## src/rtl/riscv_pkg.sv

```systemverilog
// Shared core definitions: fetch FSM encoding, instruction field positions
// and the base-ISA opcodes used by the main decoder.
package riscv_pkg;

   typedef logic [1:0] fetch_state_t;

   localparam fetch_state_t FETCH    = 2'd0;
   localparam fetch_state_t WAIT_RSP = 2'd1;
   localparam fetch_state_t ISSUE    = 2'd2;
   localparam fetch_state_t HALT     = 2'd3;

   localparam int unsigned OPCODE_LSB = 0;
   localparam int unsigned FUNCT3_LSB = 12;
   localparam int unsigned FUNCT7_LSB = 25;

   localparam logic [6:0] OP_LUI    = 7'h37;
   localparam logic [6:0] OP_AUIPC  = 7'h17;
   localparam logic [6:0] OP_JAL    = 7'h6F;
   localparam logic [6:0] OP_JALR   = 7'h67;
   localparam logic [6:0] OP_BRANCH = 7'h63;
   localparam logic [6:0] OP_LOAD   = 7'h03;
   localparam logic [6:0] OP_STORE  = 7'h23;
   localparam logic [6:0] OP_IMM    = 7'h13;
   localparam logic [6:0] OP_REG    = 7'h33;
   localparam logic [6:0] OP_SYSTEM = 7'h73;

   function automatic logic word_aligned(input logic [1:0] addr_lsbs);
      return addr_lsbs == 2'b00;
   endfunction

endpackage

```

## src/rtl/fetch_unit.sv

```systemverilog
// Instruction fetch stage: single-outstanding imem request, holds one
// instruction for decode, applies redirects on retire, flags faults.
module fetch_unit
   import riscv_pkg::*;
#(
   parameter int unsigned XLEN           = 32,
   parameter logic [31:0] RESET_PC       = 32'h0000_0000,
   parameter int unsigned TIMEOUT_CYCLES = 255,
   parameter int unsigned TIMEOUT_WIDTH  = 8,
   parameter int unsigned OPCODE_WIDTH   = 7,
   parameter int unsigned FUNCT3_WIDTH   = 3,
   parameter int unsigned FUNCT7_WIDTH   = 7
) (
   input  logic                    clk,
   input  logic                    rst_n,
   output logic                    imem_req_valid,
   input  logic                    imem_req_ready,
   output logic [XLEN-1:0]         imem_addr,
   input  logic                    imem_rsp_valid,
   input  logic [XLEN-1:0]         imem_rsp_data,
   output logic [XLEN-1:0]         instr,
   output logic                    instr_valid,
   input  logic                    instr_ready,
   output logic [OPCODE_WIDTH-1:0] opcode,
   output logic [FUNCT3_WIDTH-1:0] funct3,
   output logic [FUNCT7_WIDTH-1:0] funct7,
   output logic [XLEN-1:0]         pc,
   output logic [XLEN-1:0]         pc_plus4,
   input  logic                    PCSrc,
   input  logic [XLEN-1:0]         PCTarget,
   output logic                    fault_misaligned,
   output logic                    fault_timeout,
   output logic                    halted,
   output logic [31:0]             instret
);

   fetch_state_t             state_q, state_d;
   logic [XLEN-1:0]          pc_q, pc_d;
   logic [XLEN-1:0]          instr_q, instr_d;
   logic [TIMEOUT_WIDTH-1:0] wait_cnt_q, wait_cnt_d;
   logic [31:0]              instret_q, instret_d;
   logic                     fault_mis_q, fault_mis_d;
   logic                     fault_tmo_q, fault_tmo_d;
   logic [XLEN-1:0]          pc_plus4_w;

   assign pc_plus4_w = pc_q + XLEN'(4);

   always_comb begin
      state_d     = state_q;
      pc_d        = pc_q;
      instr_d     = instr_q;
      wait_cnt_d  = wait_cnt_q;
      instret_d   = instret_q;
      fault_mis_d = fault_mis_q;
      fault_tmo_d = fault_tmo_q;
      case (state_q)
         FETCH: begin
            if (imem_req_ready) begin
               state_d    = WAIT_RSP;
               wait_cnt_d = '0;
            end
         end
         WAIT_RSP: begin
            // A response in the final permitted cycle still wins over the timeout.
            if (imem_rsp_valid) begin
               instr_d = imem_rsp_data;
               state_d = ISSUE;
            end else if (wait_cnt_q == TIMEOUT_WIDTH'(TIMEOUT_CYCLES - 1)) begin
               fault_tmo_d = 1'b1;
               state_d     = HALT;
            end else begin
               wait_cnt_d = wait_cnt_q + 1'b1;
            end
         end
         ISSUE: begin
            if (instr_ready) begin
               instret_d = instret_q + 32'd1;
               if (!PCSrc) begin
                  pc_d    = pc_plus4_w;
                  state_d = FETCH;
               end else if (word_aligned(PCTarget[1:0])) begin
                  pc_d    = PCTarget;
                  state_d = FETCH;
               end else begin
                  fault_mis_d = 1'b1;
                  state_d     = HALT;
               end
            end
         end
         default: state_d = HALT;
      endcase
   end

   always_ff @(posedge clk or negedge rst_n) begin
      if (!rst_n) begin
         state_q     <= FETCH;
         pc_q        <= XLEN'(RESET_PC);
         instr_q     <= '0;
         wait_cnt_q  <= '0;
         instret_q   <= '0;
         fault_mis_q <= 1'b0;
         fault_tmo_q <= 1'b0;
      end else begin
         state_q     <= state_d;
         pc_q        <= pc_d;
         instr_q     <= instr_d;
         wait_cnt_q  <= wait_cnt_d;
         instret_q   <= instret_d;
         fault_mis_q <= fault_mis_d;
         fault_tmo_q <= fault_tmo_d;
      end
   end

   assign imem_req_valid   = (state_q == FETCH);
   assign imem_addr        = pc_q;
   assign instr_valid      = (state_q == ISSUE);
   assign halted           = (state_q == HALT);
   assign instr            = instr_q;
   assign opcode           = instr_q[OPCODE_LSB +: OPCODE_WIDTH];
   assign funct3           = instr_q[FUNCT3_LSB +: FUNCT3_WIDTH];
   assign funct7           = instr_q[FUNCT7_LSB +: FUNCT7_WIDTH];
   assign pc               = pc_q;
   assign pc_plus4         = pc_plus4_w;
   assign fault_misaligned = fault_mis_q;
   assign fault_timeout    = fault_tmo_q;
   assign instret          = instret_q;

endmodule

```

## config.mk

```make
export PLATFORM = sky130hd
export DESIGN_NAME = fetch_unit
export DESIGN_NICKNAME = d
export VERILOG_FILES = /design/src/rtl/riscv_pkg.sv /design/src/rtl/fetch_unit.sv
export SDC_FILE = /design/constraint.sdc
export NUM_CORES = 1
export LEC_CHECK = 0
export CORE_ASPECT_RATIO = 1.75
export CORE_UTILIZATION = 44
export CTS_CLUSTER_DIAMETER = 40
export DETAILED_ROUTE_END_ITERATION = 8
export PLACE_DENSITY_LB_ADDON = 0.05
export SLEW_MARGIN = 20
export SYNTH_ARGS = -nofsm -noshare
export SYNTH_HDL_FRONTEND = slang
export SYNTH_SLANG_ARGS = --single-unit
```

## constraint.sdc

```tcl
create_clock -name clk -period 2.6 [get_ports clk]
set_input_delay 0.39 -clock clk [delete_from_list [all_inputs] [get_ports clk]]
set_output_delay 0.39 -clock clk [all_outputs]
set_load 0.03 [all_outputs]
```

Yosys cells after proc, flatten, opt, wreduce, memory -nomap -nowiden --
Cells that the tools add are included.
Storage, ports and cells: register bits after elaboration 108, bits of input ports 70, output and inout bits 182
Cells by class: add/subtract/negate cells 3, equal/unequal tests 10, mux-type cells 13, bitwise operators 2, reduce and logical (&&, ||, !) cells 10
Operators with widths (number):
- 32-bit 2-to-1 mux | 2
- 32-bit by 1-bit adder with 32-bit output (second input constant) | 1
- 32-bit by 3-bit adder with 32-bit output (second input constant) | 1
- 8-bit 2-to-1 mux | 3
- 8-bit case mux with 2 select lines | 1
- 2-bit 2-to-1 mux | 6
- 3-bit AND reduction | 3
- 8-bit by 1-bit adder with 8-bit output (second input constant) | 1
- 8-bit == test (second input constant) | 1
- 4-bit AND reduction | 2
- 2-bit by 1-bit inequality test with 1-bit output (second input constant) | 3
- 2-bit case mux with 3 select lines | 1
- 2-bit == test (second input constant) | 2
- 2-bit zero test | 2
- 2-bit inequality test (second input constant) | 2
- 2-bit AND reduction | 2
- 3-bit inequality test (second input constant) | 1
- 2-bit by 1-bit == test with 1-bit output (second input constant) | 1
- 1-bit NOT | 2
- 2-bit nonzero test | 1

Depth between registers and ports, before layout --
Gate-level depths: netlist of run 1.
depth after elaboration 5, depth in mapped cells 7, mapped depth without buffers 7

Worst setup path before layout of run 1 --
Ideal clock, no wire load.
path kind register to output, start reg pc_q[8] (netlist: imem_addr[8]), end out pc_plus4[20], data arrival time 2.304 ns, data required time 2.210 ns, path slack -0.094 ns, stages on the path, launching flop included 7, buffers on the path 1, path through dfrtp_1 buf_4 nand3_1 nor4_4 and2_4 nand3_2 xnor2_1
Between the ends: longest elaborated chain between the ends 1
Ends and longest elaborated chain:
- from (decl) | RTL line fetch_unit.sv:38 | logic [XLEN-1:0] pc_q, pc_d;
- from (signal assigned) | RTL line fetch_unit.sv:97 | pc_q <= XLEN'(RESET_PC);
- from (signal assigned) | RTL line fetch_unit.sv:105 | pc_q <= pc_d;
- 32-bit by 3-bit adder with 32-bit output | RTL line fetch_unit.sv:46 | assign pc_plus4_w = pc_q + XLEN'(4);
- to (decl) | RTL line fetch_unit.sv:28 | output logic [XLEN-1:0] pc_plus4,
No other way between the ends.

Worst setup path in the final report of run 1 --
start reg pc_q[10] (netlist: imem_addr[10]), end out pc_plus4[21]
The elaborated chain is that of the path after synthesis.

==> flow_summary.json, run 1 <==
{
  "ir_drop_mv": 0.3594,
  "dieHeight_um": 158.6,
  "grt_pass1_vias": 5449,
  "status": "completed",
  "io_buffers": 251,
  "path_class": "reg -> out",
  "cts_root_buffer": "clkbuf_16",
  "synth_fp_nets": 683,
  "worst_pin_slew_ns": 0.7818,
  "syn_inst": 609,
  "drtIter0Drc": 161,
  "max_stage_delay_ns": 0.59,
  "avgRoutedWirePerCell_um": 18.12,
  "cts_made_buffers": 9,
  "r2r_start": "imem_addr[10]$_DFFE_PN0P_",
  "max_freq_mhz": 391.0,
  "cp_max_fo": 6,
  "drt-total-wl_mm": 18.10,
  "hpwl_mm": 13.52,
  "core_area_um2": 13520,
  "die_w_um": 91.47,
  "via_per_inst": 5.453,
  "fin_crit_sh_pct": 98.37,
  "hold_ws_ns": 0.09487,
  "worst_r2r_endpoint": "imem_addr[21]$_DFFE_PN0P_",
  "drc_errors": 0,
  "ioPinCount": 252,
  "power.density_nw_per_um2": 812.2,
  "yosysUniqueCellTypes": 59,
  "finalHoldViolCount": 0,
  "vias": 5448,
  "worst_setup_path_end_kind": "output port",
  "layout-drive-gt1-share_pct": 18.06,
  "min_period_ns": 2.558,
  "min-delay-path-class": "in -> async",
  "dpl.cell_count": 978,
  "clock_sinks": 108,
  "rows": 56,
  "firstDrtPassIters": 6,
  "critPathBufInv": 2,
  "holdBufCountCts": 0,
  "cts.clk_slew.worst_paths_ns": 0.08,
  "area.growth.synth_to_final_pct": 47.08,
  "path_delay_family": "simple AND/OR/NAND/NOR gates",
  "place.gp.congestion": 0.8531,
  "setup-violations-final": 0,
  "grt_max_degree": 58,
  "rr_worst_depth": 7,
  "cap_violations": 0,
  "fill_cells": 1081,
  "ys_seq_area_share_pct": 43.85,
  "die-area_um2": 14500,
  "antenna_found_initial": 0,
  "p_leak_uw": 0.003937,
  "clk-insertion-delay-late_ns": 0.35,
  "cpMostUsedCell": "buf_6",
  "h-tree-depth": 3,
  "clock_skew_ns": 0.01401,
  "startpoint_type": "register",
  "synth_edf_count": 0,
  "power_uw": 7362,
  "ys_warn_count": 0,
  "worstPathArrival_ns": 2.17,
  "timing.slew.headroom_pct": 47.88,
  "finish.net_count": 894,
  "cts_tree": "done",
  "finalMaxSlewViolations": 0,
  "start_util_pct": 45.58,
  "antenna_left": 0,
  "synthArstFlopShare_pct": 100.0,
  "final_cells": 999,
  "grt_first_pass_wirelength_mm": 28.20,
  "ys_ff_latch": 108,
  "num_antenna_cells": 0,
  "synth_ff_type": "dfrtp_1",
  "rrSetupSlack_ns": 0.34,
  "synth_area_per_cell_um2": 10.12,
  "clk_path_buf_depth": 2,
  "grtUsageTotal_pct": 24.79,
  "cp_slowest_cell": "or4_4",
  "path_cells": "buf_6 > and3_4 > nand3_2 > or4_4 > xnor2_2 > buf_6",
  "grt-ovfl-total": 0,
  "syn_area_um2": 6163,
  "required_ns": 2.21
}
per-stage QoR:
step                      instance area [um2]  setup WS (ns)  setup TNS, ns  util [%]
after floorplan                          6178        0.02566              0         -
after global placement                   8640         0.2628              0     63.89
after detailed placement                 8640         0.2527              0     63.89
after CTS                                8975      -0.009726      -0.009726     66.37
after global routing                     9065       -0.01318       -0.01318     67.03
final                                    9065        0.04235              0     67.03
Yosys cell counts (2+ instances only):
master | count | area [um2]
o21ai_0 | 12 | 60.06
o221ai_1 | 5 | 43.79
o22a_1 | 2 | 17.52
and4_1 | 7 | 61.31
ha_1 | 4 | 50.05
nor2_1 | 27 | 101.4
or4_4 | 2 | 22.52
nand3_1 | 29 | 145.1
a21oi_1 | 21 | 105.1
nand3_2 | 3 | 30.03
o21a_1 | 6 | 45.04
a22o_1 | 3 | 26.28
nand2_1 | 52 | 195.2
and3_1 | 17 | 106.4
o2bb2ai_1 | 8 | 70.07
nor3_1 | 2 | 10.01
mux2_2 | 34 | 382.9
and2_1 | 5 | 31.28
o211ai_1 | 3 | 22.52
o221a_2 | 5 | 56.30
nand3b_1 | 3 | 22.52
nand4_1 | 22 | 137.6
inv_1 | 7 | 26.28
dfrtp_1 | 108 | 2703
a22oi_1 | 3 | 22.52
xnor2_1 | 43 | 376.6
buf_4 | 53 | 397.9
buf_2 | 12 | 60.06
buf_1 | 5 | 18.77
xor2_1 | 19 | 166.4
mux2i_1 | 13 | 130.1
or3_1 | 3 | 18.77
o22ai_1 | 26 | 162.7
clkbuf_1 | 19 | 71.32
nor4_4 | 2 | 42.54
worst register-to-register path: cells and delay by family (launching register included):
family	cells	cell delay (ns)
simple gates	3	0.93
mux	1	0.28
buf+inv	2	0.30
compound gates	1	0.23
flops	1	0.40
flip-flops by register name (all words and copies together), names as in the netlist:
signal,flops
fault_misaligned,1
fault_timeout,1
imem_addr,32
instr,32
instret,32
state_q,2
wait_cnt_q,8
how the worst max path moves through the flow:
stage                         startpoint      endpoint  slack (ns)  depth (start not counted)
3_5_place_dp    imem_addr[3]$_DFFE_PN0P_   pc_plus4[6]        0.25                          4
4_1_cts        imem_addr[14]$_DFFE_PN0P_  pc_plus4[31]       -0.01                          5
6_report       imem_addr[10]$_DFFE_PN0P_  pc_plus4[21]        0.04                          6
3_3_place_gp    imem_addr[3]$_DFFE_PN0P_   pc_plus4[6]        0.26                          4
5_1_grt         imem_addr[8]$_DFFE_PN0P_  pc_plus4[21]       -0.01                          6
2_1_floorplan   imem_addr[8]$_DFFE_PN0P_  pc_plus4[16]        0.03                          5
layout make-up:
type / count / area (um2) / share of cell area [%]
multi-input cells: 405 / 2969 / 32.75
repair buffers: 289 / 2836 / 31.29
clock buffers: 10 / 239.0 / 2.636
well taps: 174 / 217.7 / 2.402
flip-flops and latches: 108 / 2709 / 29.88
clock inverters: 6 / 67.56 / 0.7453
inverters: 7 / 26.28 / 0.2899
cell families after synthesis:
group,count (synthesis),synth area share (%)
AND/OR/NAND/NOR,188,17.09
flip-flops,108,43.85
AO/OA/AOI/OAI,103,11.55
buffers and inverters,96,9.318
XOR/XNOR,62,8.810
multiplexers,48,8.567
adder cells (fa/ha/maj),4,0.8121
metal layers:
metal / track usage, % / up-vias / routed length (um) / part of all wire [%]
met5: 0 / - / 0 / 0
li1: - / 2550 / - / -
met1: 25.34 / 2678 / 6404 / 35
met2: 49.30 / 199 / 10450 / 58
met3: 4.298 / 21 / 867 / 4.8
met4: 9.297 / 0 / 374 / 2.1
cell usage in the layout, fill, tap and decap left out, types with 3 or more instances in the layout:
cell type | Yosys | layout
clkdlybuf4s50_1 | 0 | 224
dfrtp_1 | 108 | 103
nand2_1 | 52 | 52
buf_4 | 53 | 51
xnor2_1 | 43 | 39
mux2_2 | 34 | 34
nor2_1 | 27 | 26
nand3_1 | 29 | 26
o22ai_1 | 26 | 26
nand4_1 | 22 | 22
a21oi_1 | 21 | 21
xor2_1 | 19 | 19
and3_1 | 17 | 15
mux2i_1 | 13 | 13
o21ai_0 | 12 | 12
clkbuf_16 | 0 | 9
o2bb2ai_1 | 8 | 8
inv_1 | 7 | 7
and4_1 | 7 | 7
buf_12 | 0 | 7
nand3_2 | 3 | 6
o21a_1 | 6 | 6
and2_1 | 5 | 5
o221a_2 | 5 | 5
o221ai_1 | 5 | 5
dfrtp_2 | 0 | 5
xnor2_2 | 0 | 4
buf_6 | 0 | 4
nand3b_1 | 3 | 3
a22o_1 | 3 | 3
a22oi_1 | 3 | 3
o211ai_1 | 3 | 3
or3_1 | 3 | 3
ha_1 | 4 | 3
inv_6 | 0 | 3
dlygate4sd2_1 | 0 | 3
where the power goes:
part / total, uW / switching (uW) / internal, uW
clock: 1390 / 684 / 706
sequential: 2390 / 339 / 2050
combinational: 3580 / 1990 / 1590
total: 7360 / 3010 / 4350
timing repair:
action | in CTS | in global routing
pin swaps | 1 | 1
gates resized for setup | 4 | 19
setup buffers | 4 | 1
endpoints found under the setup margin | 9 | 15
(Power assumes the default switching activity.)
==> run 2, diff against run 1 <==
--- a/config.mk
+++ b/config.mk
@@ -9,7 +9,7 @@
 export CORE_UTILIZATION = 44
 export CTS_CLUSTER_DIAMETER = 40
 export DETAILED_ROUTE_END_ITERATION = 8
-export PLACE_DENSITY_LB_ADDON = 0.05
+export PLACE_DENSITY = 0.94
 export SLEW_MARGIN = 20
 export SYNTH_ARGS = -nofsm -noshare
 export SYNTH_HDL_FRONTEND = slang
==> constraint.sdc (replaced) <==
create_clock -name clk -period 2.6 [get_ports clk]
set_input_delay 0.39 -clock clk [delete_from_list [all_inputs] [get_ports clk]]
set_output_delay 0.39 -clock clk [all_outputs]
set_load 0.02 [all_outputs]
==> run 2 against run 1 <==
The flow now finishes with violations (hold timing). Worst setup slack better by 0.050 ns. Fmax up 2.0%. Hold slack worse by 0.10 ns. Clock power barely moved. Clock skew barely moved. Final cell count rose by 2.1%. Utilization up 0.29 points. Cell area grew 0.43%.
==> flow_summary.json, run 2 (synthesis results as in run 1) <==
{
  "clk-insertion-delay-late_ns": 0.35,
  "cap_violations": 0,
  "finalMaxSlewViolations": 0,
  "drtIter0Drc": 176,
  "required_ns": 2.21,
  "clkPwrFrac_pct": 20.3,
  "p_leak_uw": 0.003992,
  "status": "finished with violations",
  "dpl.cell_count": 1001,
  "antenna_found_initial": 0,
  "avgRoutedWirePerCell_um": 17.88,
  "start_util_pct": 45.58,
  "clk_path_buf_depth": 2,
  "power_frac_seq_pct": 34.4,
  "clock_sinks": 108,
  "cts_made_buffers": 9,
  "vias": 5540,
  "ir_drop_mv": 0.4048,
  "rr_worst_depth": 6,
  "rows": 56,
  "r2r_start": "instret[0]$_DFFE_PN0P_",
  "hpwl_mm": 14.11,
  "firstDrtPassIters": 4,
  "grtUsageTotal_pct": 25.01,
  "grt_first_pass_wirelength_mm": 28.38,
  "die_w_um": 91.47,
  "drt-total-wl_mm": 18.24,
  "power.share.switching_pct": 37.20,
  "min-delay-path-class": "in -> async",
  "core_area_um2": 13520,
  "place.gp.congestion": 0.8804,
  "layout-drive-gt1-share_pct": 18.56,
  "antenna_left": 0,
  "ioPinCount": 252,
  "grt-ovfl-total": 0,
  "layout_commonest_cell": "clkdlybuf4s50_1",
  "fin_crit_sh_pct": 96.46,
  "clock_skew_ns": 0.01410,
  "setup-violations-final": 0,
  "io_buffers": 251,
  "cts_root_buffer": "clkbuf_16",
  "grt_max_degree": 53,
  "final_area_um2": 9104,
  "p_int_uw": 4310,
  "worst_pin_slew_ns": 0.6086,
  "cts.clk_slew.worst_paths_ns": 0.09,
  "worst_setup_path_end_kind": "output port",
  "num_antenna_cells": 0,
  "hold_ws_ns": -0.007236,
  "failed_checks": "hold timing",
  "place_area_um2": 8775,
  "die-area_um2": 14500,
  "pre_cts_ws_ns": 0.02483,
  "finish.net_count": 915,
  "grt_pass1_vias": 5562,
  "p_sw_uw": 2553,
  "holdBufCountCts": 0,
  "combinationalPowerShare_pct": 45.3,
  "worst_r2r_endpoint": "instret[26]$_DFFE_PN0P_",
  "path_class": "reg -> out",
  "cts_tree": "done",
  "power.density_nw_per_um2": 753.9,
  "rrSetupSlack_ns": 0.55,
  "area.growth.synth_to_final_pct": 47.71,
  "timing.slew.headroom_pct": 59.43,
  "max_freq_mhz": 398.7,
  "h-tree-depth": 3,
  "via_per_inst": 5.431,
  "worstPathArrival_ns": 2.12,
  "cp_max_fo": 5,
  "final_cell_mix": "225 x clkdlybuf4s50_1, 108 x dfrtp_1, 59 x buf_4",
  "worstSetupStartpoint": "imem_addr[4]$_DFFE_PN0P_",
  "drc_errors": 0,
  "dieHeight_um": 158.6,
  "min_period_ns": 2.508,
  "final_cells": 1020,
  "worst_slack_ns": 0.09204,
  "finalHoldViolCount": 2,
  "startpoint_type": "register",
  "fin_util_pct": 67.32,
  "crit_end": "pc_plus4[11]"
}
## run 2: cell count changes in the layout (fill, tap and decap cells not counted), sizes merged
| cell | delta |
|---|---|
| clkdlybuf4s15 | +5 |
| clkdlybuf4s50 | +1 |
| clkinv | +1 |
| buf | +1 |
| dlygate4sd2 | +2 |
| clkbuf | +9 |
| dlymetal6s2s | +2 |
## run 2: final cells by class
cell class                      count  area, um2
Clock inverter                      7      88.84
Timing Repair Buffer              310       2907
Tap cell                          174      217.7
Clock buffer                        9      225.2
Sequential cell                   108       2703
Fill cell                        1041       4419
Inverter                            7      26.28
Multi-Input combinational cell    405       2937
## run 2: power by group through the flow
stage | Clock (uW) | Sequential, uW | Combinational [uW]
after floorplan | 0 | 2780 | 1320
after global placement | 0 | 2360 | 3090
after detailed placement | 0 | 2390 | 3140
after CTS | 1420 | 2360 | 3120
after global routing | 1510 | 2420 | 3280
final | 1390 | 2360 | 3110
## run 2: worst min-delay path by stage
stage,to,slack [ns]
2_1_floorplan,fault_misaligned$_DFFE_PN0P_,0.09
3_3_place_gp,instret[24]$_DFFE_PN0P_,0.39
3_5_place_dp,instret[24]$_DFFE_PN0P_,0.39
4_1_cts,instret[24]$_DFFE_PN0P_,0.009
5_1_grt,instret[24]$_DFFE_PN0P_,0.02
6_report,instret[24]$_DFFE_PN0P_,-0.007
## run 2: critical path: stages, from the launching register on
cell	delay, ns
dfrtp_1	0.44
nand3_1	0.23
nor3_2	0.26
xor2_1	0.17
clkdlybuf4s50_1	0.67
## run 2: per-layer routing
layer	global-route usage, %	share of wire (%)	vias up
li1	-	-	2605
met1	27.28	36	2669
met2	46.87	56	218
met3	4.394	4.8	48
met4	11.11	3.2	0
met5	0	0	-
## run 2: stage by stage
| stage | total power [uW] | hold slack (ns) | TNS, ns |
|---|---|---|---|
| floorplan | 4097 | 0.09441 | 0 |
| detailed placement | 5528 | 0.3927 | 0 |
| CTS | 6908 | 0.009469 | -0.03237 |
| global placement | 5445 | 0.3938 | 0 |
| global route | 7211 | 0.01945 | -0.01552 |
| finish | 6864 | -0.007236 | 0 |
## run 2: what timing repair did
action | CTS | global route
pin swaps | 2 | 1
setup endpoints to repair | 23 | 21
gates resized for setup | 34 | 38
cloned | 0 | 0
setup buffers | 0 | 3
==> run 3, diff against run 2 <==
--- a/config.mk
+++ b/config.mk
@@ -9,6 +9,8 @@
 export CORE_UTILIZATION = 44
 export CTS_CLUSTER_DIAMETER = 40
 export DETAILED_ROUTE_END_ITERATION = 8
+export GPL_ROUTABILITY_DRIVEN = 0
+export HOLD_SLACK_MARGIN = 0.15
 export PLACE_DENSITY = 0.94
 export SLEW_MARGIN = 20
 export SYNTH_ARGS = -nofsm -noshare
==> run 3 against run 2 <==
The run now ends clean. Critical endpoint is now pc_plus4[25]. Die area did not move. Routed wire length hardly changed. Clock skew is essentially flat. Largest cell class unchanged. Cell area rose by 0.11%. Hold slack better by 0.47 ns. Highest routed layer unchanged. Non-clock buffer count up 1.
==> flow_summary.json, run 3 (synthesis results as in run 1) <==
{
  "drtIter0Drc": 191,
  "hold_ws_ns": 0.4677,
  "r2r_start": "instret[0]$_DFFE_PN0P_",
  "min_period_ns": 2.498,
  "ioPinCount": 252,
  "num_antenna_cells": 0,
  "power.density_nw_per_um2": 753.3,
  "cts_tree": "done",
  "final_cell_mix": "225 x clkdlybuf4s50_1, 108 x dfrtp_1, 59 x buf_4",
  "worstSetupStartpoint": "imem_addr[16]$_DFFE_PN0P_",
  "required_ns": 2.21,
  "start_util_pct": 45.58,
  "layout-drive-gt1-share_pct": 18.54,
  "grt-ovfl-total": 0,
  "hpwl_mm": 14.11,
  "drc_errors": 0,
  "drt-total-wl_mm": 18.24,
  "die_w_um": 91.47,
  "cts_root_buffer": "clkbuf_16",
  "worst_setup_path_end_kind": "output port",
  "dieHeight_um": 158.6,
  "finalHoldViolCount": 0,
  "h-tree-depth": 3,
  "grtUsageTotal_pct": 25.01,
  "fin_crit_sh_pct": 96.09,
  "grt_first_pass_wirelength_mm": 28.38,
  "via_per_inst": 5.429,
  "cap_violations": 0,
  "clk_path_buf_depth": 2,
  "timing.slew.headroom_pct": 59.63,
  "max_freq_mhz": 400.3,
  "antenna_left": 0,
  "worstPathArrival_ns": 2.11,
  "clk-insertion-delay-late_ns": 0.35,
  "min-delay-start": "fault_timeout$_DFFE_PN0P_",
  "cts_made_buffers": 9,
  "antenna_found_initial": 0,
  "p_leak_uw": 0.003996,
  "cp_max_fo": 7,
  "clock_sinks": 108,
  "worst_slack_ns": 0.1016,
  "finish.net_count": 916,
  "status": "completed",
  "rrSetupSlack_ns": 0.55,
  "grt_max_degree": 53,
  "area.growth.synth_to_final_pct": 47.87,
  "rr_worst_depth": 6,
  "hold_depth": 1,
  "core_area_um2": 13520,
  "clock_skew_ns": 0.01402,
  "grt_pass1_vias": 5562,
  "hold_path_end": "fault_timeout$_DFFE_PN0P_",
  "die-area_um2": 14500,
  "layout_commonest_cell": "clkdlybuf4s50_1",
  "ir_drop_mv": 0.4048,
  "path_class": "reg -> out",
  "vias": 5543,
  "rows": 56,
  "startpoint_type": "register",
  "io_buffers": 251,
  "min-delay-path-class": "reg -> reg",
  "avgRoutedWirePerCell_um": 17.86,
  "finalMaxSlewViolations": 0,
  "worst_pin_slew_ns": 0.6055,
  "pre_cts_ws_ns": 0.02483,
  "cts.clk_slew.worst_paths_ns": 0.08,
  "firstDrtPassIters": 4,
  "worst_r2r_endpoint": "instret[26]$_DFFE_PN0P_",
  "setup-violations-final": 0
}
==> run 3: changes by cell type in the layout (fill, tap and decap cells not counted), sizes merged <==
cell	change
dlygate4sd3	+1
==> run 3: through the flow <==
step / setup TNS, ns / area, um2 / util [%] / power (uW) / cells
2_1_floorplan: 0 / 6163 / - / 4097 / 609
3_3_place_gp: 0 / 8775 / 64.89 / 5445 / 1001
3_5_place_dp: 0 / 8775 / 64.89 / 5528 / 1001
4_1_cts: -0.03237 / 9099 / 67.28 / 6909 / 1018
5_1_grt: -0.01552 / 9114 / 67.39 / 7212 / 1021
6_report: 0 / 9114 / 67.39 / 6865 / 1021
==> run 3: how the worst max path moves through the flow <==
stage / endpoint / slack (ns)
global route: pc_plus4[16] / -0.01
finish: pc_plus4[25] / 0.10
global placement: pc_plus4[20] / 0.08
detailed placement: pc_plus4[20] / 0.02
CTS: pc_plus4[20] / -0.02
floorplan: pc_plus4[20] / 0.15
==> run 3: final cells by class <==
type	count	area [um2]
Timing Repair Buffer	311	2917
Sequential cell	108	2703
Inverter	7	26.28
Tap cell	174	217.7
Clock buffer	9	225.2
Multi-Input combinational cell	405	2937
Fill cell	1040	4409
Clock inverter	7	88.84
==> run 3: power breakdown <==
part | internal, uW | switching (uW) | leakage, uW
combinational | 1570 | 1540 | 0.00242
clock | 695 | 697 | 0.000152
sequential | 2050 | 313 | 0.00142
==> run 3: routing by layer <==
layer | vias to the layer above | part of all wire, % | GRT usage (%)
met5 | - | 0 | 0
met4 | 0 | 3.2 | 11.11
met3 | 47 | 4.9 | 4.394
met2 | 218 | 56 | 46.87
met1 | 2665 | 36 | 27.28
li1 | 2613 | - | -
==> run 3: worst max-delay path: stages, from the launching register on <==
cell and delay (ns):
dfrtp_1 0.42, nand4_1 0.20, nor3_2 0.23, buf_4 0.18, nand4_1 0.19, xnor2_1 0.19
dlygate4sd2_1 0.36
==> run 3: what timing repair did <==
action                                  in CTS  in global routing
setup buffers                                0                  3
pin swaps                                    2                  1
hold buffers                                 1                  0
gates resized for setup                     34                 38
endpoints found under the setup margin      23                 21
endpoints found under the hold margin       37                  0
